[src/rtl/instr_encoder_loader.sv]
// MIPS instruction encoder feeding an instruction-memory write stream.
// Optional ENCODER_NOP_PAD_EN: pad the session with NOPs up to DEPTH on finish.
module instr_encoder_loader #(
  parameter int ADDR_W    = 32,
  parameter int BASE_ADDR = 0,
  parameter int DEPTH     = 256
) (
  input  logic              clk,
  input  logic              reset,
  input  logic              start,
  input  logic              finish,
  input  logic              in_valid,
  output logic              in_ready,
  input  logic [5:0]        in_mnem,
  input  logic [4:0]        in_rs,
  input  logic [4:0]        in_rt,
  input  logic [4:0]        in_rd,
  input  logic [4:0]        in_shamt,
  input  logic [15:0]       in_imm,
  input  logic [25:0]       in_target,
  output logic              out_valid,
  input  logic              out_ready,
  output logic [ADDR_W-1:0] imem_addr,
  output logic [31:0]       imem_wdata,
  output logic [15:0]       word_count,
  output logic              done,
  output logic              err,
  output logic [5:0]        err_mnem
);

  localparam logic [ADDR_W-1:0] BASE_A  = ADDR_W'(BASE_ADDR);
  localparam logic [15:0]       DEPTH_C = 16'(DEPTH);

  typedef enum logic [1:0] {
    S_IDLE,
    S_LOAD,
`ifdef ENCODER_NOP_PAD_EN
    S_PAD,
`endif
    S_DONE
  } state_t;

  state_t            state_q, state_d;
  logic              out_valid_q, out_valid_d;
  logic [31:0]       wdata_q, wdata_d;
  logic [ADDR_W-1:0] addr_q, addr_d;
  logic [ADDR_W-1:0] nxt_q, nxt_d;
  logic [15:0]       wc_q, wc_d;
  logic              err_q, err_d;
  logic [5:0]        emn_q, emn_d;
  logic              fin_q, fin_d;

  logic [31:0] enc;
  logic [31:0] r_base, s_base, i_base, z_base;
  logic        legal, accept, room;

  assign r_base = {6'd0, in_rs, in_rt, in_rd, 11'd0};
  assign s_base = {11'd0, in_rt, in_rd, in_shamt, 6'd0};
  assign i_base = {6'd0, in_rs, in_rt, in_imm};
  assign z_base = {6'd0, in_rs, 5'd0, in_imm};

  always_comb begin
    enc = '0;
    unique case (in_mnem)
      6'd1:  enc = r_base | 32'h20;
      6'd2:  enc = r_base | 32'h21;
      6'd3:  enc = r_base | 32'h24;
      6'd4:  enc = r_base | 32'h27;
      6'd5:  enc = r_base | 32'h25;
      6'd6:  enc = r_base | 32'h2A;
      6'd7:  enc = r_base | 32'h2B;
      6'd8:  enc = r_base | 32'h22;
      6'd9:  enc = r_base | 32'h23;
      6'd10: enc = r_base | 32'h26;
      6'd11: enc = r_base | 32'h04;
      6'd12: enc = r_base | 32'h07;
      6'd13: enc = r_base | 32'h06;
      6'd14: enc = s_base;
      6'd15: enc = s_base | 32'h03;
      6'd16: enc = s_base | 32'h02;
      6'd17: enc = {6'd0, in_rs, 21'h8};
      6'd18: enc = {6'h04, i_base[25:0]};
      6'd19: enc = {6'h05, i_base[25:0]};
      6'd20: enc = {6'h01, z_base[25:0]} | 32'h0001_0000;
      6'd21: enc = {6'h07, z_base[25:0]};
      6'd22: enc = {6'h06, z_base[25:0]};
      6'd23: enc = {6'h01, z_base[25:0]};
      6'd24: enc = {6'h02, in_target};
      6'd25: enc = {6'h08, i_base[25:0]};
      6'd26: enc = {6'h09, i_base[25:0]};
      6'd27: enc = {6'h0C, i_base[25:0]};
      6'd28: enc = {6'h0E, i_base[25:0]};
      6'd29: enc = {6'h0D, i_base[25:0]};
      6'd30: enc = {6'h0A, i_base[25:0]};
      6'd31: enc = {6'h0B, i_base[25:0]};
      6'd32: enc = {6'h23, i_base[25:0]};
      6'd33: enc = {6'h2B, i_base[25:0]};
      default: enc = '0;
    endcase
  end

  assign legal    = (in_mnem <= 6'd33);
  assign room     = !out_valid_q || out_ready;
  assign in_ready = (state_q == S_LOAD) && !fin_q &&
                    (wc_q < DEPTH_C) && room;
  assign accept   = in_valid && in_ready;

  always_comb begin
    state_d     = state_q;
    out_valid_d = out_valid_q;
    wdata_d     = wdata_q;
    addr_d      = addr_q;
    nxt_d       = nxt_q;
    wc_d        = wc_q;
    err_d       = err_q;
    emn_d       = emn_q;
    fin_d       = fin_q;
    if (out_valid_q && out_ready) out_valid_d = 1'b0;
    unique case (state_q)
      S_IDLE, S_DONE: begin
        if (start) begin
          state_d = S_LOAD;
          wc_d    = '0;
          err_d   = 1'b0;
          emn_d   = '0;
          nxt_d   = BASE_A;
          fin_d   = 1'b0;
        end
      end
      S_LOAD: begin
        if (finish) fin_d = 1'b1;
        if (accept) begin
          if (legal) begin
            out_valid_d = 1'b1;
            wdata_d     = enc;
            addr_d      = nxt_q;
            nxt_d       = nxt_q + ADDR_W'(4);
            wc_d        = wc_q + 16'd1;
          end else if (!err_q) begin
            err_d = 1'b1;
            emn_d = in_mnem;
          end
        end else if (!out_valid_q &&
                     (wc_q == DEPTH_C || fin_q)) begin
          fin_d = 1'b0;
`ifdef ENCODER_NOP_PAD_EN
          state_d = (wc_q < DEPTH_C) ? S_PAD : S_DONE;
`else
          state_d = S_DONE;
`endif
        end
      end
`ifdef ENCODER_NOP_PAD_EN
      S_PAD: begin
        if (wc_q < DEPTH_C) begin
          if (room) begin
            out_valid_d = 1'b1;
            wdata_d     = '0;
            addr_d      = nxt_q;
            nxt_d       = nxt_q + ADDR_W'(4);
            wc_d        = wc_q + 16'd1;
          end
        end else if (!out_valid_q) begin
          state_d = S_DONE;
        end
      end
`endif
      default: state_d = S_IDLE;
    endcase
  end

  always_ff @(posedge clk) begin
    if (reset) begin
      state_q     <= S_IDLE;
      out_valid_q <= 1'b0;
      wdata_q     <= '0;
      addr_q      <= BASE_A;
      nxt_q       <= BASE_A;
      wc_q        <= '0;
      err_q       <= 1'b0;
      emn_q       <= '0;
      fin_q       <= 1'b0;
    end else begin
      state_q     <= state_d;
      out_valid_q <= out_valid_d;
      wdata_q     <= wdata_d;
      addr_q      <= addr_d;
      nxt_q       <= nxt_d;
      wc_q        <= wc_d;
      err_q       <= err_d;
      emn_q       <= emn_d;
      fin_q       <= fin_d;
    end
  end

  assign out_valid  = out_valid_q;
  assign imem_addr  = addr_q;
  assign imem_wdata = wdata_q;
  assign word_count = wc_q;
  assign done       = (state_q == S_DONE);
  assign err        = err_q;
  assign err_mnem   = emn_q;

endmodule

[config.mk]
export PLATFORM = sky130hd
export DESIGN_NAME = instr_encoder_loader
export DESIGN_NICKNAME = d
export VERILOG_FILES = /design/src/rtl/instr_encoder_loader.sv
export SDC_FILE = /design/constraint.sdc
export NUM_CORES = 1
export LEC_CHECK = 0
export CORE_MARGIN = 2
export CORE_UTILIZATION = 45
export DETAILED_ROUTE_END_ITERATION = 8
export GPL_TIMING_DRIVEN = 1
export PLACE_DENSITY = 0.82
export SYNTH_ARGS = -nofsm -noshare
export SYNTH_HDL_FRONTEND = slang
export SYNTH_SLANG_ARGS = --single-unit
[constraint.sdc]
create_clock -name clk -period 2.74 [get_ports clk]
set_clock_uncertainty 0.1 [all_clocks]
set_input_delay 0.411 -clock clk [delete_from_list [all_inputs] [get_ports clk]]
set_output_delay 0.411 -clock clk [all_outputs]
set_load 0.01 [all_outputs]
; ---- Word level (Yosys, flattened, before mapping)
; Cells that the tools add are included.
[word_totals]
register_bits = 123
output_inout_bits = 90
word_cells = 105
[classes]
add_sub_neg = 2
n_lt_le_gt_ge = 2
n_reduce_logical = 19
muxes = 30
eq_ne = 43
[op_table]
columns = operator, n
row1 = case mux 32 bit (33 select lines), 1
row2 = equality test 6 x 5 -> 1 bit (second input constant), 16
row3 = 2-to-1 mux 32 bit, 3
row4 = case mux 32 bit (2 select lines), 1
row5 = equality test 6 x 4 -> 1 bit (second input constant), 8
row6 = 2-to-1 mux 16 bit, 3
row7 = adder 32 x 3 -> 32 bit (second input constant), 1
row8 = case mux 16 bit (2 select lines), 1
row9 = equality test 6 x 3 -> 1 bit (second input constant), 4
row10 = 2-to-1 mux 6 bit, 4
row11 = adder 16 x 1 -> 16 bit (second input constant), 1
row12 = equality test 16 x 9 -> 1 bit (second input constant), 1
row13 = < comparator 16 x 9 -> 1 bit (second input constant), 1
row14 = equality test 6 x 2 -> 1 bit (second input constant), 2
row15 = equality test 6 bit (second input constant), 2
row16 = != test 2 bit (second input constant), 6
row17 = case mux 6 bit (2 select lines), 1
row18 = 2-to-1 mux 1 bit, 10
row19 = AND reduction 4 bit, 2
row20 = equality test 6 x 1 -> 1 bit (second input constant), 1
row21 = less-or-equal comparator 6 bit (second input constant), 1
row22 = logical AND 1 bit, 6
row23 = 2-to-1 mux 2 bit, 3
row24 = AND reduction 3 bit, 2
row25 = other kinds (12), 15

; ---- Depth between registers and ports, before layout
[depth]
word_depth = 7
ltp_mapped = 9
ltp_nobuf = 7

; ---- Worst setup path after synthesis
; OpenSTA, ideal clock, no wires.
[synth_timing]
path_type = input-to-reg
from = input port in_mnem[3]
to = register wdata_q[21] (netlist: imem_wdata[21])
path_slack_ns = 0.674
t_arrival_ns = 1.841
stages = 8
setup_time_ns = 0.125
path_cell_list = clkbuf_1 > o41a_4 > nor2_4 > and3_1 > buf_4 > buf_4 > mux2i_1 > o2bb2ai_1
[synth_via]
elab_chain_cells = 2
word_cells_on_any_way = 36
classes_between = 1 x order compare / 33 x eq/ne / 1 x mux / 1 x reduce/logical
[synth_lines]
columns = element, line
row1 = "start, declared", 14  ; input logic [5:0] in_mnem,
row2 = less-or-equal comparator 6 bit (tied with other cells), 102  ; assign legal = (in_mnem <= 6'd33);
row3 = AND reduction 3 bit (no source line) / case mux 32 bit (33 select lines) (equally long branches), -
row4 = "end signal, assigned", 186  ; wdata_q <= wdata_d;
row5 = "end, declared", 45  ; logic [31:0] wdata_q, wdata_d;
; Parallel ways exist; a longest one is shown, timed or not.
; A chain may end at the register's enable or synchronous reset.

; ---- Worst setup path after layout
[layout_timing]
from = register wc_q[12] (netlist: word_count[12])
to = output port in_ready
[layout_via]
elab_chain_cells = 3
[layout_lines]
columns = element, line
row1 = "start, declared", 48  ; logic [15:0] wc_q, wc_d;
row2 = "start signal, assigned", 189  ; wc_q <= wc_d;
row3 = < comparator 16 x 9 -> 1 bit, 105  ; (wc_q < DEPTH_C) && room;
row4 = logical AND 1 bit, 104  ; assign in_ready = (state_q == S_LOAD) && !fin_q &&
row5 = logical AND 1 bit, 105
row6 = "end, declared", 13  ; output logic in_ready,
; No other way between the ends.

==> run summary <==
status: completed
worst reg2reg path depth: 6
row count: 41
Period minus WS final: 2.626 ns
fin. max-slew vios: 0
RR Startpoint: state_q[0]
Ports: 164
Final Non-Filler Cells: 1006
first-pass GRT wire length: 26730 µm
Crit path largest cell delay: 0.54 ns
Fillers: 1034
worst skew pair latency: 0.41 ns
Syn Std Cell Area: 0.005684 mm²
Reg power frac: 38.3%
Die Width: 116.4 µm
total grt overflow: 0
most common cell after layout, fill and taps aside: clkdlybuf4s50_1
Worst Setup End Kind: output pin
Clk pwr share: 52.7%
unrepaired setup endpoints after global routing: false
Residual DRC: 0
library cells used by synthesis: 63
final setup TNS: 0 ns
CTS root buf: clkbuf_16
die span in y: 116.4 µm
CTS Sinks: 118
CP delay by family, top: simple AND/OR/NAND/NOR gates
1st-iter DRT viols: 362
flop and latch count out of synthesis: 118
clock tree buffer depth: 2
sequential area share after synthesis: 41.56%
most frequent cells in the layout: 159 x clkdlybuf4s50_1, 118 x dfxtp_1, 84 x nand2_1, 78 x a21oi_1, 29 x nor2_1
Diodes inserted: 0
cell depth of the worst setup path: 4
FF-to-FF End: nxt_q[26]
Cells after DPL: 975
WS Path Type: flop to output pin
nets@finish: 899
CP max stage cell: clkdlybuf4s50_1
async set-or-reset flop fraction in the synthesized netlist: 0%
Buf/Inv on CP: 1
Rel. slew slack: 34.31%
Max IR drop VDD: 0.3198 mV
Gate power share: 9.0%
CP Capture Point: in_ready
CTS Hold Bufs: 0
CTS tree: yes
sw power: 1005 µW
share of layout cells above drive strength 1: 9.472%
EDFF count, synth: 0
CP max FO: 7
number of nets still failing antenna checks after routing: 0
Final Hold Viols: 0
reg-to-reg slack, setup: 0.33 ns
clock transition at the registers of the reported paths: 0.05 ns
largest net degree at the start of global routing: 46
post-synthesis area per instance: 8.446 µm²
fmax: 380.8 MHz
H-tree depth: 4
LEAKAGE: 0.002650 µW
vias per cell: 5.839
Max Cap Viol: 0
Layout area overhead: 42.90%
core area: 0.01247 mm²
Main synth FF type: dfxtp_1
beginning of the critical path: word_count[12]
Ys Warns: 0
DP HPWL: 11850 µm
gr usage total: 24.94%
worst min path class: primary input to flop
Total Wirelength: 16770 µm
Slew @ Worst Pin: 0.9817 ns
Final Cycle Share: 95.84%
Pint: 3525 µW
Resized cells post-CTS: 1
cts bufs inserted: 17
P per Cell Area: 557.6 mW/mm²
Post-CTS Setup Inserts: 0
initial antenna violation count: 0
vias after detailed routing: 5874
Net Sw Frac: 22.18%
startpoint class of the critical path: flop
Syn Inst Count: 673
Final GP Congestion: 0.8531
Setup Viol. Count Final: 0
DRT Pass-1 Iters: 5
cell chain of the critical path: nor4_2, and2_2, and4_1, clkdlybuf4s50_1
average wire per standard cell: 16.67 µm
number of port buffers: 160
Die ar.: 0.01355 mm²
Initial Util: 45.60%
CP required: 2.23 ns
vias in the first global route: 5631
Crit path arrival time: 2.12 ns
## worst min-delay path by stage
| stage | startpoint | endpoint | slack [ns] | cells past startpoint |
|---|---|---|---|---|
| after global placement | imem_addr[27] | imem_addr[27] | 0.34 | 2 |
| final | reset | err_mnem[3] | 0.25 | 2 |
| after CTS | reset | err_mnem[3] | 0.22 | 2 |
| after detailed placement | imem_wdata[0] | imem_wdata[0] | 0.35 | 1 |
| after floorplan | nxt_q[31] | imem_addr[31] | 0.34 | 2 |
| after global routing | reset | state_q[0] | 0.23 | 2 |
## power groups by stage
| stage | clock network (µW) | logic (µW) | registers, µW |
|---|---|---|---|
| after floorplan | 0 | 213 | 1770 |
| after global placement | 0 | 392 | 1770 |
| after detailed placement | 0 | 403 | 1770 |
| after CTS | 2400 | 407 | 1730 |
| after global routing | 2480 | 441 | 1730 |
| final | 2390 | 410 | 1730 |
## logic make-up after synthesis
family          after synthesis  synth area share (%)
flops                       118                 41.56
other cells                   1               0.06597
fa+ha+maj                     3                0.6604
simple gates                260                 24.96
compound gates              210                 25.40
xor+xnor                      3                0.4623
buf+inv                      72                 5.833
mux                           6                 1.057
## cell usage after synthesis (4+ instances only)
cell | count | share of area, %
o31ai_1 | 21 | 2.8
or4_1 | 23 | 3.0
nand2_1 | 84 | 5.5
a222oi_1 | 12 | 2.1
nand2b_1 | 10 | 1.1
a211oi_1 | 6 | 0.79
mux2i_1 | 6 | 1.1
o2bb2ai_1 | 27 | 4.2
buf_4 | 9 | 1.2
o21ai_0 | 24 | 2.1
nor4_1 | 10 | 1.1
a21oi_1 | 78 | 6.9
nor3_1 | 6 | 0.53
clkbuf_1 | 26 | 1.7
and2_1 | 15 | 1.7
dfxtp_1 | 118 | 42
nor2b_1 | 7 | 0.77
a31oi_1 | 11 | 1.2
a21o_1 | 4 | 0.53
buf_2 | 22 | 1.9
nand4_1 | 19 | 2.1
inv_1 | 12 | 0.79
and3_1 | 4 | 0.44
or3_1 | 10 | 1.1
nand3_1 | 21 | 1.8
nor2_1 | 29 | 1.9
## final cells by class
cell class              instances  area, µm²  share of cell area (%)
multi-input cells             485       3023                   37.22
flip-flops and latches        118       2362                   29.08
repair buffers                188       1844                   22.70
clock buffers                  23      488.0                   6.007
well taps                     172      215.2                   2.649
clock inverters                 8      145.1                   1.787
inverters                      12      45.04                  0.5545
## flip-flops by register name (all words and copies together) (netlist names)
name        count
imem_addr      30
imem_wdata     31
nxt_q          30
word_count     16
err_mnem        6
err             1
out_valid       1
fin_q           1
state_q         2
## per-stage QoR
| stage | util (%) | instance area, µm² | total power, µW | setup WS (ns) | hold slack [ns] |
|---|---|---|---|---|---|
| 6_report | 65.16 | 8123 | 4529 | 0.1139 | 0.2485 |
| 5_1_grt | 65.16 | 8123 | 4657 | 0.02096 | 0.2335 |
| 4_1_cts | 65.11 | 8117 | 4542 | 0.003559 | 0.2243 |
| 3_5_place_dp | 60.02 | 7482 | 2171 | 0.07500 | 0.3453 |
| 3_3_place_gp | 60.02 | 7482 | 2159 | 0.1356 | 0.3427 |
| 2_1_floorplan | - | 5692 | 1982 | 0.6743 | 0.3401 |
## per-layer routing
| metal | wire length [µm] | vias up | part of all wire [%] | global-route usage (%) |
|---|---|---|---|---|
| met4 | 324 | 0 | 1.9 | 9.524 |
| met5 | 0 | - | 0 | 0 |
| li1 | - | 2817 | - | - |
| met1 | 6753 | 2802 | 40 | 27.94 |
| met3 | 1299 | 35 | 7.7 | 8.666 |
| met2 | 8393 | 220 | 50 | 43.64 |
## worst reg2reg max path, stage by stage (launching register included)
cell,delay (ns)
dfxtp_1,0.38
and2b_1,0.40
and4_4,0.42
a21oi_4,0.14
buf_12,0.20
or4_1,0.53
a21oi_1,0.17
Power figures use the tool's default switching activity.
